===== config.mk =====
export PLATFORM = sky130hd
export DESIGN_NAME = pll_lock_sequencer
export DESIGN_NICKNAME = d
export VERILOG_FILES = /design/src/rtl/pll_lock_sequencer.sv
export SDC_FILE = /design/constraint.sdc
export NUM_CORES = 1
export LEC_CHECK = 0
export BUFFER_PORTS_ARGS = -buffer_cell sky130_fd_sc_hd__buf_2
export CAP_MARGIN = 20
export CORE_MARGIN = 1
export CORE_UTILIZATION = 38
export CTS_BUF_LIST = sky130_fd_sc_hd__clkbuf_16
export DETAILED_ROUTE_END_ITERATION = 7
export REMOVE_ABC_BUFFERS = 1
export SKIP_LAST_GASP = 1
export SYNTH_ARGS = -nofsm -noshare
export SYNTH_HDL_FRONTEND = slang
export SYNTH_SLANG_ARGS = --single-unit

===== constraint.sdc =====
create_clock -name clock -period 1.7 [get_ports clock]
set_clock_uncertainty 0.05 [all_clocks]
set_input_delay 0.17 -clock clock [delete_from_list [all_inputs] [get_ports clock]]
set_output_delay 0.17 -clock clock [all_outputs]
set_load 0.05 [all_outputs]

===== src/rtl/pll_lock_sequencer.sv =====
`default_nettype none
// ============================================================================
// Module      : pll_lock_sequencer
// Description : Supervises an iCE40 PLL from the 12 MHz reference clock.
//               Pulses PLL RESETB, waits for lock with timeout and bounded
//               retries, qualifies lock stability before releasing the
//               downstream system reset, and restarts on any loss of lock.
// Revision    : 1.0 - initial release
// ============================================================================
module pll_lock_sequencer #(
   parameter int SYNC_STAGES   = 2,
   parameter int RESET_CYCLES  = 16,
   parameter int LOCK_TIMEOUT  = 1200,
   parameter int STABLE_CYCLES = 256,
   parameter int MAX_RETRIES   = 3,
   parameter int COUNT_WIDTH   = 8
) (
   input  logic                   clock,
   input  logic                   reset,
   input  logic                   enable,
   input  logic                   locked,
   output logic                   pll_resetb,
   output logic                   sys_reset,
   output logic                   ready,
   output logic                   fault,
   output logic [COUNT_WIDTH-1:0] lock_loss_count,
   output logic [2:0]             state
);

   typedef enum logic [2:0] {
      S_IDLE      = 3'd0,
      S_HOLD      = 3'd1,
      S_WAIT_LOCK = 3'd2,
      S_STABILIZE = 3'd3,
      S_RUN       = 3'd4,
      S_FAULT     = 3'd5
   } state_t;

   // One shared timer covers the longest of the three timed phases.
   localparam int c_timer_max_a = (RESET_CYCLES > LOCK_TIMEOUT) ? RESET_CYCLES : LOCK_TIMEOUT;
   localparam int c_timer_max   = (c_timer_max_a > STABLE_CYCLES) ? c_timer_max_a : STABLE_CYCLES;
   localparam int c_timer_w     = (c_timer_max > 1) ? $clog2(c_timer_max) : 1;
   localparam int c_retry_w     = (MAX_RETRIES > 0) ? $clog2(MAX_RETRIES + 1) : 1;

   localparam logic [c_timer_w-1:0]   c_timer_one   = c_timer_w'(1);
   localparam logic [c_timer_w-1:0]   c_hold_last   = c_timer_w'(RESET_CYCLES - 1);
   localparam logic [c_timer_w-1:0]   c_wait_last   = c_timer_w'(LOCK_TIMEOUT - 1);
   localparam logic [c_timer_w-1:0]   c_stable_last = c_timer_w'(STABLE_CYCLES - 1);
   localparam logic [c_retry_w-1:0]   c_retry_one   = c_retry_w'(1);
   localparam logic [c_retry_w-1:0]   c_retry_max   = c_retry_w'(MAX_RETRIES);
   localparam logic [COUNT_WIDTH-1:0] c_count_one   = COUNT_WIDTH'(1);

   logic [SYNC_STAGES-1:0] r_sync;
   logic                   w_locked_s;

   state_t                 r_state;
   logic [c_timer_w-1:0]   r_timer;
   logic [c_retry_w-1:0]   r_retries;
   logic [COUNT_WIDTH-1:0] r_count;
   logic                   r_pll_resetb;
   logic                   r_sys_reset;
   logic                   r_ready;
   logic                   r_fault;

   state_t                 w_next_state;
   logic [c_timer_w-1:0]   w_next_timer;
   logic [c_retry_w-1:0]   w_next_retries;
   logic                   w_count_inc;

   // Shift the asynchronous lock indication through the synchroniser chain.
   always_ff @(posedge clock) begin
      if (reset) begin
         r_sync <= '0;
      end else begin
         r_sync <= {r_sync[SYNC_STAGES-2:0], locked};
      end
   end

   assign w_locked_s = r_sync[SYNC_STAGES-1];

   // Next-state, timer and retry decisions; enable low overrides every state.
   always_comb begin
      w_next_state   = r_state;
      w_next_timer   = r_timer;
      w_next_retries = r_retries;
      w_count_inc    = 1'b0;
      if (!enable) begin
         w_next_state   = S_IDLE;
         w_next_timer   = '0;
         w_next_retries = '0;
      end else begin
         case (r_state)
            S_IDLE: begin
               w_next_state   = S_HOLD;
               w_next_timer   = '0;
               w_next_retries = '0;
            end
            S_HOLD: begin
               if (r_timer == c_hold_last) begin
                  w_next_state = S_WAIT_LOCK;
                  w_next_timer = '0;
               end else begin
                  w_next_timer = r_timer + c_timer_one;
               end
            end
            S_WAIT_LOCK: begin
               // Lock is checked first so a lock arriving on the timeout cycle wins.
               if (w_locked_s) begin
                  w_next_state = S_STABILIZE;
                  w_next_timer = '0;
               end else if (r_timer == c_wait_last) begin
                  w_next_timer = '0;
                  if (r_retries == c_retry_max) begin
                     w_next_state = S_FAULT;
                  end else begin
                     w_next_state   = S_HOLD;
                     w_next_retries = r_retries + c_retry_one;
                  end
               end else begin
                  w_next_timer = r_timer + c_timer_one;
               end
            end
            S_STABILIZE: begin
               // A dropout restarts qualification without another PLL reset.
               if (!w_locked_s) begin
                  w_next_state = S_WAIT_LOCK;
                  w_next_timer = '0;
               end else if (r_timer == c_stable_last) begin
                  w_next_state = S_RUN;
                  w_next_timer = '0;
               end else begin
                  w_next_timer = r_timer + c_timer_one;
               end
            end
            S_RUN: begin
               if (!w_locked_s) begin
                  w_next_state   = S_HOLD;
                  w_next_timer   = '0;
                  w_next_retries = '0;
                  w_count_inc    = 1'b1;
               end
            end
            S_FAULT: begin
               w_next_state = S_FAULT;
            end
            default: begin
               w_next_state   = S_IDLE;
               w_next_timer   = '0;
               w_next_retries = '0;
            end
         endcase
      end
   end

   // Register state and decode outputs from the state being entered.
   always_ff @(posedge clock) begin
      if (reset) begin
         r_state      <= S_IDLE;
         r_timer      <= '0;
         r_retries    <= '0;
         r_count      <= '0;
         r_pll_resetb <= 1'b0;
         r_sys_reset  <= 1'b1;
         r_ready      <= 1'b0;
         r_fault      <= 1'b0;
      end else begin
         r_state      <= w_next_state;
         r_timer      <= w_next_timer;
         r_retries    <= w_next_retries;
         r_pll_resetb <= (w_next_state == S_WAIT_LOCK) ||
                         (w_next_state == S_STABILIZE) ||
                         (w_next_state == S_RUN);
         r_sys_reset  <= (w_next_state != S_RUN);
         r_ready      <= (w_next_state == S_RUN);
         r_fault      <= (w_next_state == S_FAULT);
         if (w_count_inc && (r_count != {COUNT_WIDTH{1'b1}})) begin
            r_count <= r_count + c_count_one;
         end
      end
   end

   assign pll_resetb      = r_pll_resetb;
   assign sys_reset       = r_sys_reset;
   assign ready           = r_ready;
   assign fault           = r_fault;
   assign lock_loss_count = r_count;
   assign state           = r_state;

endmodule
`default_nettype wire


==> qor.txt, run 1 <==
Synth cell types: 47
highest attainable clock frequency: 0.568 GHz
number of remaining DRC errors: 0
Final setup viols: 2
Crit Path Class: flip-flop to flip-flop
Final Cell Area: 2140 um^2
most crowded layer after global routing: met2
number of levels the H-tree was split into: 2
DR WL/cell: 14.4 um
wire length of the first global-routing pass: 6220 um
worst path required time: 1.79 ns
CTS sink cnt: 30
slack of the critical path: -0.0599 ns
drt total wl: 3870 um
kind of launch point of the worst setup path: flip-flop
cell area after placement: 1830 um^2
Core Region: 3970 um^2
number of buffers between clock root and the deepest sink: 2
leakage power figure: 0.847 nW
fin. max-slew vios: 0
cell at the root of the clock tree: sky130_fd_sc_hd__clkbuf_16
Hold Buf Count CTS: 0
met1 Use GR: 0.207
TritonRoute pass-1 iters: 4
vias in the first global route: 1422
number of buffers inserted during clock tree synthesis: 5
PortBufs: 18
DRT antenna net count: 0
Iter 0 DRT Violations: 77
clock tree from TritonCTS: built
proportion of synthesized flip-flops having asynchronous set or reset: 0
overall die height: 66.3 um
MaxCap Viol Count: 0
CP Capture Type: flip-flop
netlist area before placement: 1570 um^2
antenna cells: 0
count of nets after finishing: 226
count of flip-flops with a built-in enable after synthesis: 0
largest net degree at the start of global routing: 13
syn_area_per_cell: 8.88 um^2
RSZ-0062 raised after global routing: true
global route overflow: 0
final-report hold violation count: 0
violated checks: negative setup slack
period utilization: 1.04
met3 demand-to-capacity share in global routing: 0.0690
overall track demand over capacity in global routing: 0.192
clock edge transition at the registers on the reported setup and hold paths: 0.05 ns
maximum fanout count along the critical path: 6
post-layout util: 0.538
global-route met2 utilization: 0.321
gpl congestion: 0.791
vias post-DR: 1420
clock latency reported for the late side of the worst-skew pair: 0.27 ns
Cell Rows: 23
peak supply drop: 0.000380 V
fin crit period: 1.76 ns
power per cell area: 821 nW/um^2
total number of yosys warnings: 0
number of storage elements in the synthesis netlist: 30
number of antenna violations at the first check in global routing: 0
HPWL Detailed: 2590 um
most frequently used flop master after synthesis: sky130_fd_sc_hd__dfxtp_1
post-DR vias/cell: 5.28
worst-margin pin slew: 0.509 ns
critical path data arrival time: 1.85 ns
share of synthesized area occupied by flip-flops and latches: 0.382
count of mapped cells out of synthesis: 177
x dimension of the die: 66.3 um
Starting Density: 0.396
fraction of final layout cells with drive strength greater than 1: 0.397
Slew Limit Headroom: 0.657
class of the worst hold path: input port to flip-flop
area delta synth->final: 36.0%
status: finished, violations left
Total Die Area: 4400 um^2
number of top-level pins: 19
## per-stage QoR
stage                     cells  hold slack [ns]  power [W]  setup TNS, ns  setup slack (ns)
after floorplan             168            0.189   0.000769          -4.42            -0.291
after global placement      257            0.342   0.000797         -0.324           -0.0493
after detailed placement    257            0.340   0.000797         -0.865            -0.126
after CTS                   267           0.0588    0.00177       -0.00472          -0.00360
after global routing        269           0.0801    0.00182         -0.577           -0.0941
final                       269           0.0620    0.00175        -0.0602           -0.0599
## logic make-up after synthesis
| kind of cell | count (synthesis) | share of synthesized area |
|---|---|---|
| compound gates | 26 | 0.139 |
| xor+xnor | 12 | 0.0669 |
| fa+ha+maj | 3 | 0.0239 |
| buf+inv | 11 | 0.0398 |
| flops | 30 | 0.382 |
| mux | 4 | 0.0255 |
| simple gates | 91 | 0.322 |
## sequential cells by signal (all words and copies together), names as in the netlist
signal,cells
fault,1
lock_loss_count,8
pll_resetb,1
r_retries,2
r_sync,2
r_timer,11
ready,1
state,3
sys_reset,1
## Yosys cell counts, drive strengths merged (3+ instances only)
| library cell | instances | area, um^2 |
|---|---|---|
| dfxtp | 30 | 601 |
| nor2 | 27 | 106 |
| nand3 | 14 | 70.1 |
| nand2 | 10 | 37.5 |
| nor3 | 9 | 50.1 |
| xnor2 | 9 | 78.8 |
| o21ai | 8 | 58.8 |
| buf | 7 | 47.5 |
| nand4 | 6 | 43.8 |
| nor2b | 6 | 45.0 |
| a21oi | 4 | 20.0 |
| a31oi | 4 | 25.0 |
| mux2i | 4 | 40.0 |
| nor3b | 4 | 35.0 |
| ha | 3 | 37.5 |
| or3 | 3 | 18.8 |
| xor2 | 3 | 26.3 |
## worst max-delay path, cell delays in order (launching register included)
cell and delay [ns]:
sky130_fd_sc_hd__dfxtp_2 0.35, sky130_fd_sc_hd__ha_4 0.14, sky130_fd_sc_hd__and3_4 0.24, sky130_fd_sc_hd__nand4_4 0.12
sky130_fd_sc_hd__a211o_4 0.38, sky130_fd_sc_hd__buf_6 0.13, sky130_fd_sc_hd__nand2_1 0.10, sky130_fd_sc_hd__a31oi_2 0.12
## placed cells by master (no fill, tap or decap), types with 3 or more instances in the layout
| cell | n |
|---|---|
| sky130_fd_sc_hd__xor2_1 | 3 |
| sky130_fd_sc_hd__dfxtp_2 | 9 |
| sky130_fd_sc_hd__nor2b_1 | 5 |
| sky130_fd_sc_hd__buf_2 | 18 |
| sky130_fd_sc_hd__nand3_1 | 11 |
| sky130_fd_sc_hd__nor2_1 | 24 |
| sky130_fd_sc_hd__dfxtp_1 | 21 |
| sky130_fd_sc_hd__nand4_1 | 5 |
| sky130_fd_sc_hd__buf_4 | 25 |
| sky130_fd_sc_hd__o21ai_0 | 5 |
| sky130_fd_sc_hd__mux2i_1 | 4 |
| sky130_fd_sc_hd__xnor2_1 | 9 |
| sky130_fd_sc_hd__nand2_1 | 10 |
| sky130_fd_sc_hd__nor3b_1 | 3 |
| sky130_fd_sc_hd__nand3_2 | 3 |
| sky130_fd_sc_hd__clkbuf_16 | 5 |
| sky130_fd_sc_hd__a21oi_1 | 4 |
| sky130_fd_sc_hd__or3_1 | 3 |
| sky130_fd_sc_hd__nor3_1 | 7 |
## layout make-up
class | count | area (um^2)
Clock buffer | 5 | 125
Sequential cell | 30 | 612
Inverter | 2 | 7.51
Clock inverter | 2 | 33.8
Multi-Input combinational cell | 136 | 1010
Timing Repair Buffer | 44 | 289
Tap cell | 50 | 62.6
Fill cell | 349 | 1830
## routing by layer
layer  vias to the layer above  part of all wire  wire, um
met4                         0             0.027       104
met3                        12             0.042       163
li1                        717                 -         -
met1                       655              0.43      1660
met5                         -                 0         0
met2                        36              0.50      1950
## what timing repair did
item / 4_1_cts / 5_1_grt
pin swaps: 11 / 9
resized for setup: 11 / 16
endpoints found under the setup margin: 12 / 18
setup buffers: 3 / 2
## path summary, 6_finish.rpt
| check | start | end | slack [ns] | depth (start not counted) |
|---|---|---|---|---|
| worst min register to register | r_sync[0]$_SDFF_PP0_ | r_sync[1]$_SDFF_PP0_ | 0.39 | 1 |
| worst max-delay path | r_timer[0]$_SDFFE_PP0P_ | r_timer[9]$_SDFFE_PP0P_ | -0.06 | 7 |
| worst min-delay path | locked | r_sync[0]$_SDFF_PP0_ | 0.06 | 2 |
| worst max register to register | r_timer[0]$_SDFFE_PP0P_ | r_timer[9]$_SDFFE_PP0P_ | -0.06 | 7 |
## report_power, final
part | switching, W | total (W) | internal (W)
clock network | 0.000282 | 0.000956 | 0.000675
logic | 0.0000442 | 0.0000830 | 0.0000388
registers | 0.00000550 | 0.000715 | 0.000710
total | 0.000332 | 0.00175 | 0.00142
Power figures use the tool's default switching activity.
==> run 2, diff against run 1 <==
--- a/config.mk
+++ b/config.mk
@@ -7,10 +7,13 @@
 export LEC_CHECK = 0
 export BUFFER_PORTS_ARGS = -buffer_cell sky130_fd_sc_hd__buf_2
 export CAP_MARGIN = 20
+export CELL_PAD_IN_SITES_DETAIL_PLACEMENT = 1
+export CELL_PAD_IN_SITES_GLOBAL_PLACEMENT = 1
 export CORE_MARGIN = 1
 export CORE_UTILIZATION = 38
 export CTS_BUF_LIST = sky130_fd_sc_hd__clkbuf_16
 export DETAILED_ROUTE_END_ITERATION = 7
+export PLACE_DENSITY_LB_ADDON = 0.1
 export REMOVE_ABC_BUFFERS = 1
 export SKIP_LAST_GASP = 1
 export SYNTH_ARGS = -nofsm -noshare
==> run 2 against run 1 <==
  * The run still ends with negative setup slack left
  * Via count rose by 5.1%
  * Sequential power barely moved
  * Sequential share of layout area rose by 0.074 points
  * Global-route usage rose by 4.5 points
  * First-iteration DRC count fell by 57%
  * Non-clock buffer count rose by 8
  * Combinational power fell by 6.7%
  * Critical path type unchanged
==> qor.txt, run 2 (synthesis results as in run 1) <==
slack of the critical path: -0.0609 ns
gpl congestion: 0.895
clock tree from TritonCTS: built
violated checks: negative setup slack
fin. max-slew vios: 0
highest attainable clock frequency: 0.568 GHz
Final Cell Area: 2150 um^2
wire length of the first global-routing pass: 7470 um
clock edge transition at the registers on the reported setup and hold paths: 0.05 ns
leakage power figure: 0.871 nW
most flop-heavy register: r_timer
x dimension of the die: 66.3 um
Core Region: 3970 um^2
HPWL Detailed: 3330 um
Worst Reg2Reg Path Length in Cells: 7
CTS sink cnt: 30
cell depth of the worst hold path: 2
most common cell after layout, fill and taps aside: sky130_fd_sc_hd__buf_4
maximum fanout count along the critical path: 4
PortBufs: 18
cell area after placement: 1860 um^2
TritonRoute pass-1 iters: 4
overall die height: 66.3 um
hold path start: locked
post-layout util: 0.542
global route overflow: 0
class of the worst hold path: input port to flip-flop
worst-margin pin slew: 0.628 ns
clock latency reported for the late side of the worst-skew pair: 0.28 ns
Final setup viols: 9
worst path required time: 1.86 ns
peak supply drop: 0.000557 V
RSZ-0062 raised after global routing: true
CP Capture Type: flip-flop
Hold Buf Count CTS: 0
critical path data arrival time: 1.92 ns
cell at the root of the clock tree: sky130_fd_sc_hd__clkbuf_16
number of remaining DRC errors: 0
DRT antenna net count: 0
number of antenna violations at the first check in global routing: 0
DR WL/cell: 17.6 um
overall track demand over capacity in global routing: 0.237
number of buffers between clock root and the deepest sink: 2
number of top-level pins: 19
Crit Path Class: flip-flop to flip-flop
Starting Density: 0.396
antenna cells: 0
area delta synth->final: 37.0%
MaxCap Viol Count: 0
kind of launch point of the worst setup path: flip-flop
largest net degree at the start of global routing: 13
leading cell types in the layout, fill and taps excluded: sky130_fd_sc_hd__buf_4, sky130_fd_sc_hd__nor2_1, sky130_fd_sc_hd__dfxtp_1, sky130_fd_sc_hd__buf_2, sky130_fd_sc_hd__nand3_1
Total Die Area: 4400 um^2
number of levels the H-tree was split into: 2
vias post-DR: 1492
post-DR vias/cell: 5.37
fraction of final layout cells with drive strength greater than 1: 0.412
source of the critical timing path: r_timer[0]$_SDFFE_PP0P_
status: finished, violations left
final-report hold violation count: 0
vias in the first global route: 1519
Iter 0 DRT Violations: 33
period utilization: 1.04
Cell Rows: 23
flip-flop count of the largest register, all copies and words added: 11
count of nets after finishing: 234
number of buffers inserted during clock tree synthesis: 5
RR Startpoint: r_timer[0]$_SDFFE_PP0P_
power per cell area: 749 nW/um^2
drt total wl: 4890 um
fin crit period: 1.76 ns
Slew Limit Headroom: 0.577
[run 2: layout make-up]
type / instances / area (um^2)
fill: 470 / 1820
multi-input combinational: 136 / 980
sequential: 30 / 618
timing repair buffer: 52 / 349
clock buffer: 5 / 125
tap: 50 / 62.6
clock inverter: 3 / 11.3
inverter: 2 / 7.51
[run 2: stage by stage]
stage | instances | hold WS [ns] | TNS [ns] | setup slack [ns] | total power (W)
floorplan | 168 | 0.189 | -4.42 | -0.291 | 0.000769
global placement | 262 | 0.338 | -0.301 | -0.0436 | 0.000797
detailed placement | 262 | 0.345 | -1.15 | -0.142 | 0.000800
CTS | 273 | 0.0593 | -0.134 | -0.0253 | 0.00163
finish | 278 | 0.0590 | -0.247 | -0.0609 | 0.00161
global route | 278 | 0.0858 | -0.941 | -0.0941 | 0.00166
[run 2: timing repair]
item                                    CTS  global route
setup buffers                             3             5
gates resized for setup                  13            17
endpoints found under the setup margin   15            23
cloned                                    0             0
pin swaps                                14             8
[run 2: worst max-delay path, cell delays in order, from the launching register on]
cell and delay (ns):
sky130_fd_sc_hd__dfxtp_2 0.35, sky130_fd_sc_hd__ha_4 0.14, sky130_fd_sc_hd__buf_4 0.10, sky130_fd_sc_hd__nand3_1 0.20, sky130_fd_sc_hd__nor4_1 0.45, sky130_fd_sc_hd__o211a_1 0.22, sky130_fd_sc_hd__o211ai_2 0.11, sky130_fd_sc_hd__o21ai_1 0.08
[run 2: path summary, 6_finish.rpt]
kind         slack, ns                     to
min reg2reg       0.40   r_sync[1]$_SDFF_PP0_
max reg2reg      -0.06  pll_resetb$_SDFF_PP0_
max              -0.06  pll_resetb$_SDFF_PP0_
min               0.06   r_sync[0]$_SDFF_PP0_
[run 2: layer usage]
layer	track usage	up-vias	share of wire
met5	0	-	0
met4	0.144	0	0.031
met3	0.0586	14	0.026
met2	0.417	28	0.53
met1	0.252	722	0.41
li1	-	728	-
[run 2: power breakdown]
group | leakage (nW) | switching, W | internal [W]
combinational | 0.557 | 0.0000451 | 0.0000323
sequential | 0.248 | 0.00000623 | 0.000707
clock | 0.0663 | 0.000297 | 0.000525
==> run 3, diff against run 2 <==
==> constraint.sdc (replaced) <==
create_clock -name clock -period 1.7 [get_ports clock]
set_clock_uncertainty 0.05 [all_clocks]
set_input_delay 0.255 -clock clock [delete_from_list [all_inputs] [get_ports clock]]
set_output_delay 0.255 -clock clock [all_outputs]
set_load 0.05 [all_outputs]
==> run 3 against run 2 <==
  * The run still ends with negative setup slack left
  * Utilization up 0.85 points
  * Sequential share of layout area down 0.67 points
  * Critical path depth down 1
  * Flip-flop and latch count unchanged
==> qor.txt, run 3 (synthesis results as in run 1) <==
final-report hold violation count: 0
Crit Path Class: flip-flop to flip-flop
global route overflow: 0
fin. max-slew vios: 0
PortBufs: 18
DRT antenna net count: 0
post-DR vias/cell: 5.34
fin crit period: 1.70 ns
CP Capture Type: flip-flop
clock latency reported for the late side of the worst-skew pair: 0.28 ns
number of buffers between clock root and the deepest sink: 2
violated checks: negative setup slack
count of nets after finishing: 232
slack of the critical path: -0.00367 ns
CTS sink cnt: 30
Total Die Area: 4400 um^2
Slew Limit Headroom: 0.581
RSZ-0062 raised after global routing: true
x dimension of the die: 66.3 um
source of the critical timing path: r_timer[5]$_SDFFE_PP0P_
Core Region: 3970 um^2
overall track demand over capacity in global routing: 0.228
antenna cells: 0
wire length of the first global-routing pass: 7340 um
critical path's largest stage delay: 0.42 ns
status: finished, violations left
Starting Density: 0.396
gpl congestion: 0.857
most flop-heavy register: r_timer
TritonRoute pass-1 iters: 4
maximum fanout count along the critical path: 6
largest net degree at the start of global routing: 11
kind of launch point of the worst setup path: flip-flop
critical path data arrival time: 1.82 ns
highest attainable clock frequency: 0.587 GHz
period utilization: 1.00
Iter 0 DRT Violations: 63
leading cell types in the layout, fill and taps excluded: sky130_fd_sc_hd__buf_4, sky130_fd_sc_hd__nor2_1, sky130_fd_sc_hd__dfxtp_1, sky130_fd_sc_hd__buf_2, sky130_fd_sc_hd__nand3_1
number of remaining DRC errors: 0
number of levels the H-tree was split into: 2
fraction of final layout cells with drive strength greater than 1: 0.407
class of the worst hold path: input port to flip-flop
clock tree from TritonCTS: built
cell at the root of the clock tree: sky130_fd_sc_hd__clkbuf_16
area delta synth->final: 39.2%
number of top-level pins: 19
ordered list of cells on the worst path: and4bb_1 > nand4_4 > a211o_4 > buf_12 > a22oi_2 > nor2_1
worst path required time: 1.81 ns
vias in the first global route: 1560
DR WL/cell: 16.7 um
vias post-DR: 1474
peak supply drop: 0.000407 V
Cell Rows: 23
Bufs and invs on worst path: 1
Final setup viols: 1
Sum Neg Setup Slack: -0.00367 ns
hold path start: locked
drt total wl: 4600 um
slowest cell on the critical path: sky130_fd_sc_hd__dfxtp_1
RR Startpoint: r_timer[5]$_SDFFE_PP0P_
Layout fillers: 466
overall die height: 66.3 um
worst setup slack before clock tree synthesis: -0.183 ns
flip-flop count of the largest register, all copies and words added: 11
number of buffers inserted during clock tree synthesis: 5
number of antenna violations at the first check in global routing: 0
leakage power figure: 0.874 nW
clock edge transition at the registers on the reported setup and hold paths: 0.05 ns
most common cell after layout, fill and taps aside: sky130_fd_sc_hd__buf_4
power per cell area: 745 nW/um^2
CP delay by family, top: compound AO/OA/AOI/OAI gates
MaxCap Viol Count: 0
HPWL Detailed: 3220 um
worst-margin pin slew: 0.622 ns
## run 3: cell count changes in the layout (fill, tap and decap cells not counted), moves of 2 or more
| cell | delta |
|---|---|
| sky130_fd_sc_hd__buf_4 | -3 |
| sky130_fd_sc_hd__a31oi_1 | -2 |
| sky130_fd_sc_hd__a31oi_2 | +2 |
| sky130_fd_sc_hd__clkinv_1 | -2 |
| sky130_fd_sc_hd__dfxtp_1 | +2 |
| sky130_fd_sc_hd__nor2_1 | +2 |
## run 3: power by group
group	internal (W)	switching, W
clock network	0.000527	0.000301
registers	0.000709	0.00000643
logic	0.0000409	0.0000462
## run 3: final cells by class
cell class                      instances  area (um^2)  area share
Multi-Input combinational cell        136         1020       0.466
Clock inverter                          3         12.5     0.00572
Inverter                                2         7.51     0.00343
Sequential cell                        30          613       0.280
Timing Repair Buffer                   50          347       0.158
Clock buffer                            5          125      0.0572
Tap cell                               50         62.6      0.0286
## run 3: layer usage
metal  wire length [um]  global-route usage
met1               1990               0.248
met2               2350               0.407
met3                126              0.0655
met4                136              0.0984
met5                  0                   0
## run 3: final timing paths
kind	endpoint	slack, ns	depth (start not counted)
max reg2reg	r_timer[1]$_SDFFE_PP0P_	-0.004	6
max	r_timer[1]$_SDFFE_PP0P_	-0.004	6
min	r_sync[0]$_SDFF_PP0_	0.15	2
min reg2reg	r_sync[1]$_SDFF_PP0_	0.40	1
## run 3: through the flow
step	std cells	util	hold WS [ns]	power [W]	cell area, um^2
4_1_cts	275	0.528	0.146	0.00165	2100
2_1_floorplan	168	-	0.274	0.000769	1520
6_report	276	0.551	0.145	0.00163	2190
3_5_place_dp	263	0.471	0.402	0.000802	1870
3_3_place_gp	263	0.471	0.392	0.000800	1870
5_1_grt	276	0.551	0.146	0.00169	2190
## run 3: timing repair
| item | 4_1_cts | 5_1_grt |
|---|---|---|
| gates resized for setup | 13 | 16 |
| setup endpoints to repair | 16 | 18 |
| setup buffers | 4 | 1 |
| hold buffers | 0 | 0 |
| pin swaps | 13 | 9 |
